===== config.mk =====
export PLATFORM = sky130hd
export DESIGN_NAME = mult_share_arbiter
export DESIGN_NICKNAME = d
export VERILOG_FILES = /design/src/rtl/mult_share_pkg.sv /design/src/rtl/rr_pick.sv /design/src/rtl/mult_share_arbiter.sv
export SDC_FILE = /design/constraint.sdc
export NUM_CORES = 1
export LEC_CHECK = 0
export CAP_MARGIN = 10
export CORE_ASPECT_RATIO = 1.1
export CORE_MARGIN = 5
export CORE_UTILIZATION = 59
export CTS_BUF_LIST = sky130_fd_sc_hd__clkbuf_8
export DETAILED_ROUTE_END_ITERATION = 16
export MAX_ROUTING_LAYER = met4
export PLACE_DENSITY = 0.95
export SETUP_SLACK_MARGIN = 0.15
export SLEW_MARGIN = 20
export SYNTH_ARGS = -nofsm -noshare
export SYNTH_HDL_FRONTEND = slang
export SYNTH_SLANG_ARGS = --single-unit

===== constraint.sdc =====
create_clock -name clk -period 9.7 [get_ports clk]
set_clock_uncertainty 0.1 [all_clocks]
set_input_delay 1.94 -clock clk [delete_from_list [all_inputs] [get_ports clk]]
set_output_delay 1.94 -clock clk [all_outputs]
set_load 0.01 [all_outputs]

===== src/rtl/mult_share_pkg.sv =====
`default_nettype none
// ============================================================================
// Module      : mult_share_pkg
// Description : Shared types and constants for the shared-multiplier arbiter.
//               Holds the FSM state encoding, the default requester count and
//               the operand / product widths of the shared multiplier.
// Revision    : 1.0 - initial release
// ============================================================================
package mult_share_pkg;

    localparam int DEF_NUM_REQ = 4;
    localparam int OPW         = 8;
    localparam int PRODW       = 16;

    typedef enum logic [1:0] {
        IDLE = 2'd0,
        MUL  = 2'd1,
        RESP = 2'd2
    } state_t;

endpackage : mult_share_pkg
`default_nettype wire


===== src/rtl/rr_pick.sv =====
`default_nettype none
// ============================================================================
// Module      : rr_pick
// Description : Combinational round-robin picker. Searches the request vector
//               upward from ptr, wrapping modulo NUM_REQ, and returns the
//               first set requester.
// Ports       : req  - request vector
//               ptr  - starting position of the search
//               gnt  - one-hot grant (zero when no request)
//               idx  - index of the granted requester (0 when none)
//               any  - at least one request present
// Revision    : 1.0 - initial release
// ============================================================================
module rr_pick #(
    parameter int NUM_REQ = 4,
    parameter int ID_W    = 2
) (
    input  logic [NUM_REQ-1:0] req,
    input  logic [ID_W-1:0]    ptr,
    output logic [NUM_REQ-1:0] gnt,
    output logic [ID_W-1:0]    idx,
    output logic               any
);

    always_comb begin
        logic [ID_W-1:0] cand;
        gnt  = '0;
        idx  = '0;
        any  = 1'b0;
        cand = '0;
        // Walk offsets 0..NUM_REQ-1 from ptr; the first hit wins.
        for (int k = 0; k < NUM_REQ; k++) begin
            cand = ID_W'((int'(ptr) + k) % NUM_REQ);
            if (!any && req[cand]) begin
                gnt[cand] = 1'b1;
                idx       = cand;
                any       = 1'b1;
            end
        end
    end

endmodule : rr_pick
`default_nettype wire


===== src/rtl/mult_share_arbiter.sv =====
`default_nettype none
// ============================================================================
// Module      : mult_share_arbiter
// Description : Shares one 8x8 unsigned multiplier among NUM_REQ requesters
//               with round-robin arbitration and per-requester valid/ready
//               request and response handshakes.
// Ports       : clk, rst        - clock, synchronous active-high reset
//               req_valid/ready - per-requester request handshake
//               req_a, req_b    - packed 8-bit operands, requester i at [8i+:8]
//               resp_valid/ready- per-requester response handshake
//               resp_product    - 16-bit product for the flagged requester
//               grant_id        - requester currently being served
//               busy            - transaction in flight (state not IDLE)
// Revision    : 1.0 - initial release
// ============================================================================
module mult_share_arbiter
    import mult_share_pkg::*;
#(
    parameter int NUM_REQ = DEF_NUM_REQ,
    parameter int ID_W    = $clog2(NUM_REQ)
) (
    input  logic                   clk,
    input  logic                   rst,
    input  logic [NUM_REQ-1:0]     req_valid,
    output logic [NUM_REQ-1:0]     req_ready,
    input  logic [NUM_REQ*OPW-1:0] req_a,
    input  logic [NUM_REQ*OPW-1:0] req_b,
    output logic [NUM_REQ-1:0]     resp_valid,
    input  logic [NUM_REQ-1:0]     resp_ready,
    output logic [PRODW-1:0]       resp_product,
    output logic [ID_W-1:0]        grant_id,
    output logic                   busy
);

    state_t             state, state_next;
    logic [ID_W-1:0]    rr_ptr;
    logic [ID_W-1:0]    id_reg;
    logic [OPW-1:0]     a_reg, b_reg;
    logic [PRODW-1:0]   prod_reg;

    logic [NUM_REQ-1:0] pick_gnt;
    logic [ID_W-1:0]    pick_idx;
    logic               pick_any;
    logic [OPW-1:0]     a_sel, b_sel;
    logic [PRODW-1:0]   mul_out;
    logic               resp_hs;

    rr_pick #(
        .NUM_REQ (NUM_REQ),
        .ID_W    (ID_W)
    ) u_rr_pick (
        .req (req_valid),
        .ptr (rr_ptr),
        .gnt (pick_gnt),
        .idx (pick_idx),
        .any (pick_any)
    );

    // Operand mux steered by the one-hot grant.
    always_comb begin
        a_sel = '0;
        b_sel = '0;
        for (int i = 0; i < NUM_REQ; i++) begin
            if (pick_gnt[i]) begin
                a_sel = req_a[i*OPW +: OPW];
                b_sel = req_b[i*OPW +: OPW];
            end
        end
    end

    // The single shared 8x8 multiplier, fed only from the operand registers.
    assign mul_out = PRODW'(a_reg) * PRODW'(b_reg);

    assign resp_hs = (state == RESP) && resp_ready[id_reg];

    // State register
    always_ff @(posedge clk) begin
        if (rst) begin
            state <= IDLE;
        end else begin
            state <= state_next;
        end
    end

    // Next state and handshake outputs
    always_comb begin
        state_next   = state;
        req_ready    = '0;
        resp_valid   = '0;
        resp_product = '0;
        grant_id     = id_reg;
        busy         = (state != IDLE);
        case (state)
            IDLE: begin
                req_ready = pick_gnt;
                grant_id  = pick_any ? pick_idx : rr_ptr;
                if (pick_any) begin
                    state_next = MUL;
                end
            end
            MUL: begin
                state_next = RESP;
            end
            RESP: begin
                resp_valid[id_reg] = 1'b1;
                resp_product       = prod_reg;
                if (resp_hs) begin
                    state_next = IDLE;
                end
            end
            default: begin
                state_next = IDLE;
            end
        endcase
    end

    // Datapath registers and round-robin pointer
    always_ff @(posedge clk) begin
        if (rst) begin
            rr_ptr   <= '0;
            id_reg   <= '0;
            a_reg    <= '0;
            b_reg    <= '0;
            prod_reg <= '0;
        end else begin
            if (state == IDLE && pick_any) begin
                a_reg  <= a_sel;
                b_reg  <= b_sel;
                id_reg <= pick_idx;
            end
            if (state == MUL) begin
                prod_reg <= mul_out;
            end
            // Pointer moves past the served requester only once its result
            // has been taken, which is what bounds every requester's wait.
            if (resp_hs) begin
                if (int'(id_reg) == NUM_REQ - 1) begin
                    rr_ptr <= '0;
                end else begin
                    rr_ptr <= id_reg + ID_W'(1);
                end
            end
        end
    end

endmodule : mult_share_arbiter
`default_nettype wire


# [After elaboration in Yosys (flattened, before gate mapping)]
# Index checks and enable logic that the tools add are counted.
[word_totals] register_bits=38 latch_bits=0 ramBits=0 rom_bits=0 in_bits=74 output_inout_bits=27 elab_cells=94 mem_count=0
[classes] add_sub_neg=4 multipliers=1 n_div=0 order_cmp=10 eq_ne=5 shifts=0 n_mux=49 bitwise_logic=3 n_reduce_logical=16
[ops] operator="$mux 8" n=8
[ops] operator="$mux 4" n=6
[ops] operator="$mux 2" n=9
[ops] operator="$mul 8x8->16" n=1
[ops] operator="$mux 16" n=1
[ops] operator="$lt 2x3->1 const B" n=5
[ops] operator="$mux 1" n=14
[ops] operator="$or 4x4->4" n=3
[ops] operator="$bmux 1 s2" n=5
[ops] operator="$demux 1 s2" n=5
[ops] operator="$ge 2x1->1 const B" n=5
[ops] operator="$logic_and 1x1->1" n=10
[ops] operator="$pmux 2 s3" n=1
[ops] operator="$add 2x1->2 const B" n=2
[ops] operator="$add 2x2->2 const B" n=2
[ops] operator="$eq 2x1->1 const B" n=2
[ops] operator="$ne 2x2->1 const B" n=2
[ops] operator="$logic_not 1->1" n=3
[ops] operator="$eq 2x2->1 const B" n=1
[ops] operator="$logic_not 2->1" n=1
[ops] operator="$reduce_and 2->1" n=1
[ops] operator="$reduce_bool 2->1" n=1

# [Depth between registers and ports, before layout]
[logic_depth] ltp_word=16 ltp_mapped=17 ltp_nobuf=16

# [Cells and area by module]
# From an unflattened synthesis, not the netlist that was laid out.
[unflattened] cells_unflattened=547 area_unflattened_um2=4541.9
[by_module_without_submodules] module="mult_share_arbiter" n_inst=1 cells_each=502 area_each_um2=4122.7 seq_area_each_um2=760.7
[by_module_without_submodules] module="rr_pick" n_inst=1 cells_each=45 area_each_um2=419.2 seq_area_each_um2=0.0

# [Least setup slack after synthesis]
# OpenSTA, ideal clock, no wires.
[synth_path] path_type="input to output" from="in req_valid[2]" to="out req_ready[3]" arrival_time_ns=3.727 t_required_ns=7.660 slack_ns=3.933 path_stages=6 n_path_buf=1 path_cell_list="mux4_2 > or3b_1 > a2bb2oi_2 > buf_2 > a21oi_1 > nor2_1"
[synth_via] elab_chain_cells=13 word_cells_on_any_way=25 classes_between="mux: 16; bitwise: 3; reduce/logical: 6"
[synth_lines] item="from (decl)" line_no="mult_share_arbiter.sv:24" source="input logic [NUM_REQ-1:0] req_valid,"
[synth_lines] item="$bmux 1 s2" line_no="rr_pick.sv:34" source="if (!any && req[cand]) begin"
[synth_lines] item="$mux 1 (not written as such)" line_no="rr_pick.sv:34"
[synth_lines] item="$mux 1" line_no="rr_pick.sv:34"
[synth_lines] item="$logic_not 1->1" line_no="rr_pick.sv:34"
[synth_lines] item="$logic_and 1x1->1" line_no="rr_pick.sv:34"
[synth_lines] item="$mux 1" line_no="rr_pick.sv:34"
[synth_lines] item="$logic_not 1->1" line_no="rr_pick.sv:34"
[synth_lines] item="$logic_and 1x1->1" line_no="rr_pick.sv:34"
[synth_lines] item="$mux 1" line_no="rr_pick.sv:34"
[synth_lines] item="$logic_not 1->1" line_no="rr_pick.sv:34"
[synth_lines] item="$logic_and 1x1->1" line_no="rr_pick.sv:34"
[synth_lines] item="$mux 4 (*)" line_no="rr_pick.sv:34"
[synth_lines] item="$mux 4 (*)" line_no="mult_share_arbiter.sv:93" source="case (state)"
[synth_lines] item="to (decl)" line_no="mult_share_arbiter.sv:25" source="output logic [NUM_REQ-1:0] req_ready,"
# Mark *: on every way between the ends. The rest lies on a longest branch, timed or not. The select of a mux whose other input is x is not followed.

# [Worst setup path in the final report]
# Same ends and word-level chain as after synthesis.

==> flow_summary.ini <==
[outcome]
run_status = finished clean

[clock_network]
postCtsSetupBuffers = 0
number_of_hold_repair_buffers_added_at_the_cts_stage = 0
worst_setup_hold_path_clk_slew_ns = 0.07
cts_root_buf = clkbuf_8
clockBufferDepth = 2
cts_resized = 0
clock_sinks = 38
tritoncts_clock_tree = yes
cts-htree-levels = 2
worst_skew_pair.late_latency_ns = 0.30
cts_buffer_count = 5

[grt]
grt_usage_pct = 26.5
grt_overflow_total = 0
gr-max-usage-layer = met2
global_route.usage.met3_pct = 3.61
via_count_of_the_first_global_routing_pass = 5054
grt.met1_usage_pct = 30.4
use_met2_pct = 47.1
initial_antenna_violation_count = 0
grt_max_degree = 33
wire_length_of_the_first_global_routing_pass_um = 22700

[final_layout]
final_layout_size_suffix_gt1_share_pct = 4.14
largest_reg_flops = 16
area_overhead_vs_synth_pct = 21.1
antenna_cells = 0
design.final.nets = 855

[drt]
drc_errors = 0
number_of_drc_markers_after_the_initial_detailed_route_iteration = 351
routed_wl_um = 13800
vias_per_cell = 6.01
routedWlPerCell_um = 17.0
firstDrtPassIters = 5
antenna_violating_nets_post_route = 0
dr_total_vias = 4875

[critical_path]
cp.required_ns = 7.66
crit_path_top_delay_cell = mux4_2
startpoint_type = primary input
timing.critical_path.buf_inv = 2
critical-path-max-stage-delay_ns = 0.72
end_kind = primary output
worst-endpoint-arrival_ns = 5.07
critical_path.most_common_cell = clkdlybuf4s50_1
timing.critical_path.fanout_max = 18
cp_top_family = buffers and inverters
cp_cell_sequence = clkdlybuf4s50_1 -> mux4_2 -> or3b_1 -> a2bb2oi_2 -> a21oi_1 -> nor2_1 -> clkdlybuf4s50_1
timing_worst_setup_path_type = primary input to primary output

[worst_hold_path]
min_path_type = flop to flop

[yosys]
synth.top_cells.by_count = 81 x inv_1, 75 x and2_1, 48 x nand2_1
syn_inst = 627
synthesis.nets = 782
syn-mean-instance-area_um2 = 8.20
ys_ff_latch = 38
synth.area.top_cells = dfxtp_1 15%, fa_1 14%, ha_1 11%
number_of_enable_type_register_cells_in_the_synthesized_netlist = 0
synth_most_common_cell = inv_1
yosys_most_used_dff = dfxtp_1
netlist.top_cell.by_area = dfxtp_1
yosysWarnings = 0
synth.top_cell.area_share_pct = 14.8
synth-async-reset-ratio_pct = 0
synth_cell_types = 57
syn_area_mm2 = 0.00514
ys_seq_area_share_pct = 14.8

[floorplan]
die_area_mm2 = 0.0107
initial_utilization_pct = 60.9
core_mm2 = 0.00845
top_level_ports = 101
num_rows = 35
die_extent_in_x_um = 99.0
die_height_um = 108

[power]
report.power.total_mw = 0.729
p_leak_nw = 2.83
worst_ir_drop_vdd_v = 0.0000808
cellPowerDensity_mw_per_mm2 = 117

[sta]
slew_worst_pin_ns = 0.918
post-route-period-util_pct = 73.3
fin_setup_tns_ns = 0
clock.fmax_ghz = 0.141
final.min_clock_period_ns = 7.11
setup_viol = 0
max-slew-margin-rel_pct = 38.7
timing.final.hold_violations = 0
grt_setup_unrepaired = false
report.final.slew_viol_count = 0

[job]
drv.max_cap_violation_count = 0

[placement]
buffer_ports.inserted = 100
finalWeightedCongestion = 0.860
place.detailed.hpwl_um = 10600
layout make-up:
cell class	count	area (um^2)
Clock buffer	6	82.6
Sequential cell	38	761
Multi-Input combinational cell	469	3890
Clock inverter	1	30.0
Tap cell	111	139
Timing Repair Buffer	103	1020
Inverter	83	312
Fill cell	605	2220
cells by family after synthesis:
| logic type | Yosys count | share of synthesized area [%] |
|---|---|---|
| buffers and inverters | 120 | 9.88 |
| flip-flops | 38 | 14.8 |
| AO/OA/AOI/OAI | 157 | 21.9 |
| AND/OR/NAND/NOR | 198 | 20.8 |
| multiplexers | 28 | 6.84 |
| XOR/XNOR | 5 | 0.852 |
| adder cells (fa/ha/maj) | 81 | 25.0 |
layout by cell type, fill, tap and decap left out, types with 14 or more instances in the layout:
| cell | n |
|---|---|
| nor2_1 | 32 |
| mux2i_1 | 19 |
| clkdlybuf4s50_1 | 99 |
| and2_1 | 75 |
| inv_1 | 81 |
| a21boi_0 | 16 |
| a21oi_1 | 41 |
| o21ai_0 | 14 |
| fa_1 | 36 |
| a31oi_1 | 20 |
| ha_1 | 45 |
| a22o_1 | 16 |
| dfxtp_1 | 38 |
| nand2_1 | 48 |
| a221o_1 | 16 |
worst reg2reg max path: stages (launching register included):
cell	delay, ns
dfxtp_1	0.54
nand2_1	0.14
fa_1	0.53
fa_1	0.56
inv_1	0.06
fa_1	0.54
inv_1	0.06
fa_1	0.53
inv_1	0.04
ha_1	0.33
o21a_1	0.16
o31ai_1	0.11
a211oi_1	0.38
nor3_1	0.14
or3_1	0.38
a311oi_1	0.24
metal layers:
metal | vias to the layer above | wire length, um | share of wire [%]
li1 | 2294 | - | -
met1 | 2339 | 5130 | 37
met2 | 208 | 7380 | 54
met3 | 34 | 867 | 6.3
met4 | 0 | 369 | 2.7
met5 | - | 0 | 0
where the power goes:
part / internal [mW] / switching [mW] / leakage, nW
registers: 0.179 / 0.0444 / 0.311
clock network: 0.0823 / 0.0564 / 0.0573
logic: 0.172 / 0.196 / 2.46
total: 0.433 / 0.297 / 2.83
through the flow:
stage | cells | hold slack (ns) | worst slack (ns) | instance area (um^2) | utilization [%]
6_report | 811 | 0.349 | 2.59 | 6230 | 73.7
3_5_place_dp | 804 | 0.340 | 2.65 | 6120 | 72.4
2_1_floorplan | 627 | 0.327 | 3.93 | 5140 | -
5_1_grt | 811 | 0.379 | 2.44 | 6230 | 73.7
3_3_place_gp | 804 | 0.337 | 2.72 | 6120 | 72.4
4_1_cts | 811 | 0.350 | 2.62 | 6230 | 73.7
final timing paths:
check / start / endpoint / slack, ns / depth (start not counted)
min: prod_reg[5]$_SDFFE_PP0N_ / prod_reg[5]$_SDFFE_PP0N_ / 0.35 / 2
min reg2reg: prod_reg[5]$_SDFFE_PP0N_ / prod_reg[5]$_SDFFE_PP0N_ / 0.35 / 2
max: req_valid[2] / req_ready[3] / 2.59 / 7
max reg2reg: b_reg[7]$_SDFFE_PP0P_ / prod_reg[15]$_SDFFE_PP0N_ / 4.77 / 15
(Power assumes the default switching activity.)
